==> src/rtl/wor_line_if.sv <==
// Signal bundle between the two requesters, the shared wired-OR line and its arbiter.
// The master side drives requests and the line readback; the arbiter is the slave.
interface wor_line_if #(
  parameter int WIDTH = 4
) ();
  logic             req0;
  logic             req1;
  logic [WIDTH-1:0] data0;
  logic [WIDTH-1:0] data1;
  logic             last0;
  logic             last1;
  logic [WIDTH-1:0] line_in;
  logic             drv0_en;
  logic             drv1_en;
  logic [WIDTH-1:0] drv_data;
  logic [1:0]       grant;
  logic             busy;
  logic             collision;
  logic             timeout;

  modport master (
    output req0, req1, data0, data1, last0, last1, line_in,
    input  drv0_en, drv1_en, drv_data, grant, busy, collision, timeout
  );

  modport slave (
    input  req0, req1, data0, data1, last0, last1, line_in,
    output drv0_en, drv1_en, drv_data, grant, busy, collision, timeout
  );
endinterface

==> src/rtl/wor_line_arbiter.sv <==
// Two-requester arbiter for a wired-OR line of pull1/weak0 buffers: bounded grant time,
// one dead turnaround cycle between owners, and readback collision detection.
module wor_line_arbiter #(
  parameter int WIDTH    = 4,
  parameter int HOLD_MAX = 15,
  parameter int CMP_DLY  = 1
) (
  input  logic        clk,
  input  logic        rst_n,
  wor_line_if.slave   bus
);

  typedef enum logic [1:0] {
    IDLE = 2'd0,
    OWN0 = 2'd1,
    OWN1 = 2'd2,
    TURN = 2'd3
  } state_t;

  localparam logic [7:0] HOLD_MAX_C = 8'(HOLD_MAX);
  localparam logic [1:0] CMP_DLY_C  = 2'(CMP_DLY);

  state_t           state_r;
  logic             ptr_r;
  logic [7:0]       hold_r;
  logic [1:0]       settle_r;
  logic             mis_r;
  logic             drv0_en_r;
  logic             drv1_en_r;
  logic [WIDTH-1:0] drv_data_r;
  logic [1:0]       grant_r;
  logic             busy_r;
  logic             collision_r;
  logic             timeout_r;

  logic             own_s;
  logic             sel1_s;
  logic             cur_req_s;
  logic             cur_last_s;
  logic [WIDTH-1:0] cur_data_s;
  logic             cmp_en_s;
  logic             mismatch_s;
  logic             coll_s;
  logic             end_s;
  logic             hold_exp_s;
  logic [7:0]       hold_inc_s;
  logic [1:0]       settle_inc_s;

  // Current-owner view of the request inputs and the release conditions.
  always_comb begin
    own_s        = 1'b0;
    sel1_s       = 1'b0;
    cur_req_s    = 1'b0;
    cur_last_s   = 1'b0;
    cur_data_s   = bus.data0;
    cmp_en_s     = 1'b0;
    mismatch_s   = 1'b0;
    coll_s       = 1'b0;
    end_s        = 1'b0;
    hold_exp_s   = 1'b0;
    hold_inc_s   = hold_r;
    settle_inc_s = settle_r;
    if (state_r == OWN1) begin
      own_s      = 1'b1;
      sel1_s     = 1'b1;
      cur_req_s  = bus.req1;
      cur_last_s = bus.last1;
      cur_data_s = bus.data1;
    end else if (state_r == OWN0) begin
      own_s      = 1'b1;
      sel1_s     = 1'b0;
      cur_req_s  = bus.req0;
      cur_last_s = bus.last0;
      cur_data_s = bus.data0;
    end else begin
      own_s      = 1'b0;
    end
    // Readback is trusted only once the line has had CMP_DLY cycles to settle;
    // case-inequality makes undriven or unknown bits count as a disagreement.
    cmp_en_s   = own_s && (settle_r == CMP_DLY_C);
    mismatch_s = cmp_en_s && (bus.line_in !== drv_data_r);
    coll_s     = mismatch_s && mis_r;
    end_s      = cur_last_s || !cur_req_s;
    hold_exp_s = (hold_r >= HOLD_MAX_C);
    if (hold_r != 8'hFF) begin
      hold_inc_s = hold_r + 8'd1;
    end else begin
      hold_inc_s = hold_r;
    end
    if (settle_r != CMP_DLY_C) begin
      settle_inc_s = settle_r + 2'd1;
    end else begin
      settle_inc_s = settle_r;
    end
  end

  // Arbitration FSM; every output is produced here as a register.
  always_ff @(posedge clk or negedge rst_n) begin
    if (!rst_n) begin
      state_r     <= IDLE;
      ptr_r       <= 1'b0;
      hold_r      <= 8'd0;
      settle_r    <= 2'd0;
      mis_r       <= 1'b0;
      drv0_en_r   <= 1'b0;
      drv1_en_r   <= 1'b0;
      drv_data_r  <= '0;
      grant_r     <= 2'b00;
      busy_r      <= 1'b0;
      collision_r <= 1'b0;
      timeout_r   <= 1'b0;
    end else begin
      collision_r <= 1'b0;
      timeout_r   <= 1'b0;
      case (state_r)
        IDLE: begin
          hold_r   <= 8'd1;
          settle_r <= 2'd0;
          mis_r    <= 1'b0;
          if (bus.req0 && (!bus.req1 || !ptr_r)) begin
            state_r    <= OWN0;
            drv0_en_r  <= 1'b1;
            drv1_en_r  <= 1'b0;
            grant_r    <= 2'b01;
            busy_r     <= 1'b1;
            drv_data_r <= bus.data0;
            timeout_r  <= (HOLD_MAX_C == 8'd1);
          end else if (bus.req1) begin
            state_r    <= OWN1;
            drv0_en_r  <= 1'b0;
            drv1_en_r  <= 1'b1;
            grant_r    <= 2'b10;
            busy_r     <= 1'b1;
            drv_data_r <= bus.data1;
            timeout_r  <= (HOLD_MAX_C == 8'd1);
          end else begin
            state_r    <= IDLE;
            drv0_en_r  <= 1'b0;
            drv1_en_r  <= 1'b0;
            grant_r    <= 2'b00;
            busy_r     <= 1'b0;
          end
        end
        OWN0, OWN1: begin
          // The timeout pulse is issued as the final allowed cycle begins, so
          // expiry itself only has to release the line without a second pulse.
          if (coll_s || hold_exp_s || end_s) begin
            state_r     <= TURN;
            ptr_r       <= !sel1_s;
            hold_r      <= 8'd0;
            settle_r    <= 2'd0;
            mis_r       <= 1'b0;
            drv0_en_r   <= 1'b0;
            drv1_en_r   <= 1'b0;
            grant_r     <= 2'b00;
            busy_r      <= 1'b1;
            collision_r <= coll_s;
          end else begin
            drv_data_r  <= cur_data_s;
            hold_r      <= hold_inc_s;
            settle_r    <= settle_inc_s;
            mis_r       <= mismatch_s;
            timeout_r   <= (hold_inc_s == HOLD_MAX_C);
          end
        end
        TURN: begin
          state_r   <= IDLE;
          drv0_en_r <= 1'b0;
          drv1_en_r <= 1'b0;
          grant_r   <= 2'b00;
          busy_r    <= 1'b0;
        end
        default: begin
          state_r   <= IDLE;
          drv0_en_r <= 1'b0;
          drv1_en_r <= 1'b0;
          grant_r   <= 2'b00;
          busy_r    <= 1'b0;
        end
      endcase
    end
  end

  assign bus.drv0_en   = drv0_en_r;
  assign bus.drv1_en   = drv1_en_r;
  assign bus.drv_data  = drv_data_r;
  assign bus.grant     = grant_r;
  assign bus.busy      = busy_r;
  assign bus.collision = collision_r;
  assign bus.timeout   = timeout_r;

endmodule
==> src/flat_wrapper.sv <==
// flat-port wrapper written by rule: the top's interface ports become plain ports
module wor_line_arbiter_flat 
#(
  parameter int WIDTH    = 4,
  parameter int HOLD_MAX = 15,
  parameter int CMP_DLY  = 1
)
  (clk, rst_n, bus_req0, bus_req1, bus_data0, bus_data1, bus_last0, bus_last1, bus_line_in, bus_drv0_en, bus_drv1_en, bus_drv_data, bus_grant, bus_busy, bus_collision, bus_timeout);
  wor_line_if #(.WIDTH(WIDTH)) bus_i ();
  input  logic clk;
  input  logic rst_n;
  input wire logic [$bits(bus_i.req0)-1:0] bus_req0;
  input wire logic [$bits(bus_i.req1)-1:0] bus_req1;
  input wire logic [$bits(bus_i.data0)-1:0] bus_data0;
  input wire logic [$bits(bus_i.data1)-1:0] bus_data1;
  input wire logic [$bits(bus_i.last0)-1:0] bus_last0;
  input wire logic [$bits(bus_i.last1)-1:0] bus_last1;
  input wire logic [$bits(bus_i.line_in)-1:0] bus_line_in;
  output wire logic [$bits(bus_i.drv0_en)-1:0] bus_drv0_en;
  output wire logic [$bits(bus_i.drv1_en)-1:0] bus_drv1_en;
  output wire logic [$bits(bus_i.drv_data)-1:0] bus_drv_data;
  output wire logic [$bits(bus_i.grant)-1:0] bus_grant;
  output wire logic [$bits(bus_i.busy)-1:0] bus_busy;
  output wire logic [$bits(bus_i.collision)-1:0] bus_collision;
  output wire logic [$bits(bus_i.timeout)-1:0] bus_timeout;
  assign bus_i.req0 = bus_req0;
  assign bus_i.req1 = bus_req1;
  assign bus_i.data0 = bus_data0;
  assign bus_i.data1 = bus_data1;
  assign bus_i.last0 = bus_last0;
  assign bus_i.last1 = bus_last1;
  assign bus_i.line_in = bus_line_in;
  assign bus_drv0_en = bus_i.drv0_en;
  assign bus_drv1_en = bus_i.drv1_en;
  assign bus_drv_data = bus_i.drv_data;
  assign bus_grant = bus_i.grant;
  assign bus_busy = bus_i.busy;
  assign bus_collision = bus_i.collision;
  assign bus_timeout = bus_i.timeout;
  wor_line_arbiter #(.WIDTH(WIDTH), .HOLD_MAX(HOLD_MAX), .CMP_DLY(CMP_DLY)) u_core (.clk(clk), .rst_n(rst_n), .bus(bus_i));
endmodule
==> config.mk <==
export PLATFORM = sky130hd
export DESIGN_NAME = wor_line_arbiter_flat
export DESIGN_NICKNAME = d
export VERILOG_FILES = /design/src/rtl/wor_line_if.sv /design/src/rtl/wor_line_arbiter.sv /design/src/flat_wrapper.sv
export SDC_FILE = /design/constraint.sdc
export NUM_CORES = 1
export LEC_CHECK = 0
export CORE_MARGIN = 1
export CORE_UTILIZATION = 50
export DETAILED_ROUTE_END_ITERATION = 7
export MAX_ROUTING_LAYER = met4
export PLACE_DENSITY = 0.79
export SYNTH_ARGS = -nofsm -noshare
export SYNTH_HDL_FRONTEND = slang
export SYNTH_SLANG_ARGS = --single-unit
==> constraint.sdc <==
create_clock -name clk -period 2.53 [get_ports clk]
set_clock_uncertainty 0.15 [all_clocks]
set_input_delay 0.6325 -clock clk [delete_from_list [all_inputs] [get_ports clk]]
set_output_delay 0.6325 -clock clk [all_outputs]
set_load 0.005 [all_outputs]
[After elaboration in Yosys (flattened, before gate mapping)]
Cells that the tools add are included.
Cells by class
  $add $sub $neg: 2
  order comparisons: 1
  equal/unequal tests: 12
  muxes and demuxes: 39
  reduce and logical (&&, ||, !) cells: 18
Operator list (count)
  $mux 1: 18
  $mux 4: 4
  $mux 8: 2
  $pmux 8 s2: 1
  $mux 2: 6
  $pmux 2 s3: 2
  $pmux 1 s3: 3
  $add 8x1->8 const B: 1
  $eq 8x4->1 const B: 1
  $ge 8x4->1 const B: 1
  $ne 8x8->1 const B: 1
  $pmux 4 s2: 1
  $eq 2x1->1 const B: 2
  $eq 2x2->1 const B: 2
  $logic_and 1x1->1: 4
  $logic_not 1->1: 4
  $logic_or 1x1->1: 4
  $ne 2x1->1 const B: 2
  $nex 4x4->1: 1
  $pmux 2 s2: 1
  $reduce_and 2->1: 2
  $ne 3x1->1 const B: 1
  $ne 3x2->1 const B: 1
  $reduce_and 3->1: 1
  other kinds (6): 6
Word-level totals
  flip-flop bits (word level): 25
  output and inout bits: 11

[Depth between registers and ports, before layout]
  word-level depth: 10
  mapped depth: 7
  depth with buffers taken out: 6

[Worst setup path after synthesis]
No wires, ideal clock.
  path type: flip-flop to flip-flop
  start point: register u_core.hold_r[0]
  end point: register u_core.state_r[1]
  arrival time: 1.866 ns
  data required time: 2.255 ns
  slack: 0.389 ns
  stages on the path, launching flop included: 7
  buffers on the path: 1
  clock period less this slack: 2.141 ns
  path through: dfrtp_1 -> ha_1 -> and3_1 -> clkbuf_1 -> a211oi_4 -> nand3_4 -> mux2_4
Between the ends
  word-level cells in the longest chain between the ends: 4
Ends and longest elaborated chain
  start: declaration: RTL line wor_line_arbiter.sv:25  | logic [7:0] hold_r;
  start signal: assignment: RTL line wor_line_arbiter.sv:160  | hold_r <= hold_inc_s;
  $ge 8x4->1: RTL line wor_line_arbiter.sv:84  | hold_exp_s = (hold_r >= HOLD_MAX_C);
  $logic_or 1x1->1 (2 in series): RTL line wor_line_arbiter.sv:147  | if (coll_s || hold_exp_s || end_s) begin
  $ne 2x1->1 (no source line)
  end signal: assignment: RTL line wor_line_arbiter.sv:100  | state_r <= IDLE;
  end signal: assignment: RTL line wor_line_arbiter.sv:148  | state_r <= TURN;
  end signal: assignment: RTL line wor_line_arbiter.sv:167  | state_r <= IDLE;
  end: declaration: RTL line wor_line_arbiter.sv:23  | state_t state_r;
No other way between the ends.
A chain may end at the register's enable or synchronous reset.

[Worst setup path in the final report]
  start point: input bus_req0
  end point: register u_core.settle_r[1]
Between the ends
  word-level cells in the longest chain between the ends: 7
Ends and longest elaborated chain
  start: declaration: RTL line flat_wrapper.sv:12  | input wire logic [$bits(bus_i.req0)-1:0] bus_req0;
  $mux 1 (*): RTL line wor_line_arbiter.sv:69  | end else if (state_r == OWN0) begin
  $mux 1 (*): RTL line wor_line_arbiter.sv:63  | if (state_r == OWN1) begin
  $logic_not 1->1 (*): RTL line wor_line_arbiter.sv:83  | end_s = cur_last_s || !cur_req_s;
  $logic_or 1x1->1 (*): RTL line wor_line_arbiter.sv:83
  $logic_or 1x1->1 (*): RTL line wor_line_arbiter.sv:147
  $mux 2 / $ne 3x1->1 (equally long branches)
  $pmux 2 s2 / $reduce_and 2->1 (equally long branches)
  end signal: assignment: RTL line wor_line_arbiter.sv:161  | settle_r <= settle_inc_s;
  end: declaration: RTL line wor_line_arbiter.sv:26  | logic [1:0] settle_r;
Mark *: on every way between the ends. The rest lies on a longest branch, timed or not.

==> impl_results.html <==
<table>
<tr><th>Metric</th><th>Value</th></tr>
<tr><th colspan="2">Routing</th></tr>
<tr><td>Total iterations of the first detailed-routing run</td><td>4</td></tr>
<tr><td>Detailed Route WL</td><td>roughly 2.9 mm</td></tr>
<tr><td>Drt initial violations</td><td>17</td></tr>
<tr><td>Detailed-route via count</td><td>1146</td></tr>
<tr><td>Antenna viol nets, final</td><td>0</td></tr>
<tr><td>WL per Instance</td><td>14.9 microns</td></tr>
<tr><td>Remaining routing DRC violations</td><td>0</td></tr>
<tr><td>Ratio of routed vias to standard cells</td><td>5.88</td></tr>
<tr><th colspan="2">Critical path</th></tr>
<tr><td>Depth of the worst register-to-register path</td><td>7</td></tr>
<tr><td>Type of the setup path with the least slack</td><td>input pin to flip-flop</td></tr>
<tr><td>CP Max Fanout</td><td>9</td></tr>
<tr><td>Reg-to-reg critical path startpoint</td><td>u_core.state_r[0]</td></tr>
<tr><td>Type of destination of the critical path</td><td>flip-flop</td></tr>
<tr><td>Reg-to-reg setup timing slack</td><td>between 0.3 and 0.4 ns</td></tr>
<tr><td>Worst reg2reg path endpoint</td><td>u_core.settle_r[1]</td></tr>
<tr><td>Arrival time reported for the critical path endpoint</td><td>about 2.3 ns</td></tr>
<tr><td>Required time at the endpoint of the critical path</td><td>roughly 2.6 ns</td></tr>
<tr><td>Setup crit start kind</td><td>input pin</td></tr>
<tr><th colspan="2">Clocking</th></tr>
<tr><td>Clk pin slew, worst setup/hold paths</td><td>0.13 ns</td></tr>
<tr><td>Resized cells post-CTS</td><td>0</td></tr>
<tr><td># H-tree levels</td><td>1</td></tr>
<tr><td>Longest Clk Path Bufs</td><td>2</td></tr>
<tr><td>Source-to-sink clock delay at the later pin of the worst-skew pair</td><td>between 0.3 and 0.4 ns</td></tr>
<tr><td>Clock tree from TritonCTS</td><td>built</td></tr>
<tr><td>Number of buffers inserted by post-CTS setup repair</td><td>0</td></tr>
<tr><td>CTS buffer count</td><td>3</td></tr>
<tr><td>Hold buffers post-CTS</td><td>0</td></tr>
<tr><td>Number of sinks handled by clock tree synthesis</td><td>23</td></tr>
<tr><td>Root buffer selected by CTS</td><td>sky130_fd_sc_hd__clkbuf_4</td></tr>
<tr><th colspan="2">Synth</th></tr>
<tr><td>Number of warnings reported in the yosys synthesis log</td><td>0</td></tr>
<tr><td>Top-area cell type share of the netlist area</td><td>between 40% and 50%</td></tr>
<tr><td>Top FF cell, synth</td><td>sky130_fd_sc_hd__dfrtp_1</td></tr>
<tr><td>Flip-flop and latch count after synthesis</td><td>23</td></tr>
<tr><td>Total nets after synthesis</td><td>~160</td></tr>
<tr><td>Cell types with the largest area share after synthesis</td><td>sky130_fd_sc_hd__dfrtp_1 (41%), sky130_fd_sc_hd__ha_1 (6.3%), sky130_fd_sc_hd__mux2i_1 (5.7%), sky130_fd_sc_hd__a311oi_1 (3.1%), sky130_fd_sc_hd__xor2_1 (3.1%)</td></tr>
<tr><td>Leading cell types by count after synthesis</td><td>sky130_fd_sc_hd__dfrtp_1 (23), sky130_fd_sc_hd__nand2_1 (9), sky130_fd_sc_hd__inv_1 (8), sky130_fd_sc_hd__mux2i_1 (8), sky130_fd_sc_hd__ha_1 (7)</td></tr>
<tr><td>Share of the yosys chip area belonging to registers</td><td>41.3%</td></tr>
<tr><td>Most frequent cell after synthesis</td><td>sky130_fd_sc_hd__dfrtp_1</td></tr>
<tr><td>Share of synthesized registers carrying an async set or reset</td><td>between 90% and 100%</td></tr>
<tr><td>Biggest area consumer among synthesized cells</td><td>sky130_fd_sc_hd__dfrtp_1</td></tr>
<tr><td>Cells after synthesis</td><td>roughly 130</td></tr>
<tr><td>Count of flip-flops with a built-in enable after synthesis</td><td>0</td></tr>
<tr><td>Mean instance size in the synthesized netlist</td><td>around 11 sq um</td></tr>
<tr><td>Mapped Area</td><td>about 1400 sq um</td></tr>
<tr><td>Number of distinct library cells after synthesis</td><td>45</td></tr>
<tr><th colspan="2">Layout</th></tr>
<tr><td>Area growth from synthesis to layout</td><td>26.8%</td></tr>
<tr><td>Number of cells in the finished layout apart from fillers</td><td>slightly below 200</td></tr>
<tr><td>Proportion of layout cells with a drive suffix above 1</td><td>12.7%</td></tr>
<tr><td>Number of antenna cells inserted</td><td>0</td></tr>
<tr><td>Combined area of the multi-input logic cells</td><td>between 700 and 800 sq um</td></tr>
<tr><td>Final #Nets</td><td>approximately 190</td></tr>
<tr><td>Number of fill cells in the layout</td><td>roughly 200</td></tr>
<tr><td>Share of the core filled with cells</td><td>about 70%</td></tr>
<tr><td>Final design instance area without fill</td><td>1770 sq um</td></tr>
<tr><td>Sequential cell area</td><td>roughly 580 sq um</td></tr>
<tr><th colspan="2">Status</th></tr>
<tr><td>Result of the run</td><td>finished, final reports clean</td></tr>
<tr><th colspan="2">Global route</th></tr>
<tr><td>Largest net degree at the start of global routing</td><td>24</td></tr>
<tr><td>Busiest layer in global routing</td><td>met2</td></tr>
<tr><td>Fraction of met1 tracks used by global routing</td><td>a little under a third</td></tr>
<tr><td>Antenna violations before repair</td><td>0</td></tr>
<tr><td>Vias in the first global route</td><td>~1100</td></tr>
<tr><td>Global-route total usage across every layer</td><td>approximately 22%</td></tr>
<tr><td>Global-route congestion overflow total</td><td>0</td></tr>
<tr><td>Met2 track demand over resource in global routing</td><td>approximately a third</td></tr>
<tr><td>M3 GR Usage</td><td>under 10%</td></tr>
<tr><td>First-pass GRT wire length</td><td>about 4.7 mm</td></tr>
<tr><th colspan="2">Timing</th></tr>
<tr><td>Headroom to the max-slew limit</td><td>around 62%</td></tr>
<tr><td>Transition time at the pin with the least slew margin</td><td>around 0.57 ns</td></tr>
<tr><td>Hold Slack</td><td>approximately 0.38 ns</td></tr>
<tr><td>Fmax achieved</td><td>roughly 460 MHz</td></tr>
<tr><td>Final setup fails</td><td>0</td></tr>
<tr><td>Post-route setup TNS</td><td>0 ns</td></tr>
<tr><td>Minimum clock period after layout</td><td>between 2 and 2.5 ns</td></tr>
<tr><td>Count of final max-slew check failures</td><td>0</td></tr>
<tr><td>Hold Fails Final Rpt</td><td>0</td></tr>
<tr><td>RSZ-0062 raised after global routing</td><td>no</td></tr>
<tr><td>Fin crit share</td><td>86.5%</td></tr>
<tr><th colspan="2">Die</th></tr>
<tr><td>Area of the die</td><td>~3000 sq um</td></tr>
<tr><td>Die Ht</td><td>approximately 55 microns</td></tr>
<tr><td>Die Wd</td><td>54.8 microns</td></tr>
<tr><td>Ports placed on the boundary</td><td>29</td></tr>
<tr><td>Core Footprint</td><td>roughly 2500 sq um</td></tr>
<tr><td>Initial core utilization</td><td>approximately 55%</td></tr>
<tr><td>Cell Rows</td><td>18</td></tr>
<tr><th colspan="2">Power and ir drop</th></tr>
<tr><td>Worst vdd ir</td><td>about 770 uV</td></tr>
<tr><td>Ratio of total power to cell area</td><td>~980 nW/um^2</td></tr>
<tr><td>Static power due to leakage</td><td>approximately 0.78 nW</td></tr>
<tr><th colspan="2">Min path</th></tr>
<tr><td>Class of the worst hold path</td><td>flip-flop to flip-flop</td></tr>
<tr><td>Hold Path Sink</td><td>u_core.settle_r[1]</td></tr>
<tr><td>Startpoint of the most critical hold path</td><td>u_core.settle_r[1]</td></tr>
<tr><td>Cells on Worst Hold Path</td><td>1</td></tr>
<tr><th colspan="2">Placed design</th></tr>
<tr><td>Cell Count Post-Placement</td><td>between 150 and 200</td></tr>
<tr><td>Routability Congestion</td><td>0.880</td></tr>
<tr><td>DP Wirelength</td><td>~2.3 mm</td></tr>
<tr><td>Total placed instance area</td><td>between 1500 and 2000 sq um</td></tr>
<tr><td>Count of port buffers added during placement</td><td>28</td></tr>
<tr><th colspan="2">Job</th></tr>
<tr><td># Max-Cap Violations</td><td>0</td></tr>
</table>
-- cell usage in the layout, fill, tap and decap left out, drive strengths merged, types with 2 or more instances in the layout --
master and n:
xor2 5, nor4b 3, dfrtp 23, a311oi 5, a31oi 5, buf 8
clkdlybuf4s50 28, clkbuf 3, a211oi 2, nor3 3, and2 6, nor2 6
a21bo 2, nand3b 2, nand3 3, o41ai 2, ha 7, a21oi 4
o21ai 4, mux2i 8, inv 8, nand2 9
-- critical path, cell delays in order --
cell	delay, ns
sky130_fd_sc_hd__clkdlybuf4s50_1	0.55
sky130_fd_sc_hd__nand4bb_1	0.23
sky130_fd_sc_hd__a211oi_4	0.32
sky130_fd_sc_hd__buf_4	0.21
sky130_fd_sc_hd__a41o_1	0.21
sky130_fd_sc_hd__o2bb2ai_1	0.12
-- per-layer routing --
| layer | wire [microns] | vias up |
|---|---|---|
| met1 | 1370 | 562 |
| met2 | 1430 | 20 |
| li1 | - | 562 |
| met3 | 95 | 2 |
| met5 | 0 | - |
| met4 | 15 | 0 |
-- registers in the layout, indices dropped and copies added, names as in the netlist --
name and flops:
u_core.bus.drv_data 4, u_core.bus.grant 2, u_core.hold_r 8, u_core.ptr_r 1, u_core.bus.busy 1, u_core.bus.collision 1, u_core.mis_r 1, u_core.state_r 2
u_core.bus.timeout 1, u_core.settle_r 2
-- worst max-delay path by stage --
stage                                start            endpoint  slack (ns)  depth (start not counted)
after CTS                         bus_req0   u_core.state_r[0]        0.33                          6
after global placement            bus_req0   u_core.state_r[0]        0.07                          6
after global routing              bus_req0  u_core.settle_r[1]        0.28                          6
final                             bus_req0  u_core.settle_r[1]        0.34                          6
after detailed placement          bus_req0  u_core.settle_r[1]        0.03                          6
after floorplan           u_core.hold_r[0]   u_core.state_r[1]        0.39                          6
-- metrics by stage --
step / worst slack, ns / power [mW]
2_1_floorplan: 0.389 / 1.19
3_3_place_gp: 0.0737 / 1.52
3_5_place_dp: 0.0277 / 1.55
4_1_cts: 0.330 / 1.72
5_1_grt: 0.275 / 1.85
6_report: 0.342 / 1.72
-- cell families after synthesis --
kind of cell	synth area share, %
fa+ha+maj	6.28
xor+xnor	3.14
flops	41.3
simple gates	17.9
buf+inv	4.40
compound gates	20.2
mux	6.82
-- area by class of cell --
type                       count  share of cell area, %
clock buffer                   3                   1.27
clock inverter                 1                  0.283
inverter                       8                   1.70
multi-input combinational     94                   42.8
sequential                    23                   32.6
tap                           30                   2.12
timing repair buffer          36                   19.2
-- where the power goes --
group / switching, mW / internal, mW
registers: 0.0885 / 0.463
logic: 0.507 / 0.491
clock network: 0.115 / 0.0590
Note: power is estimated with default switching activity, not from simulation.
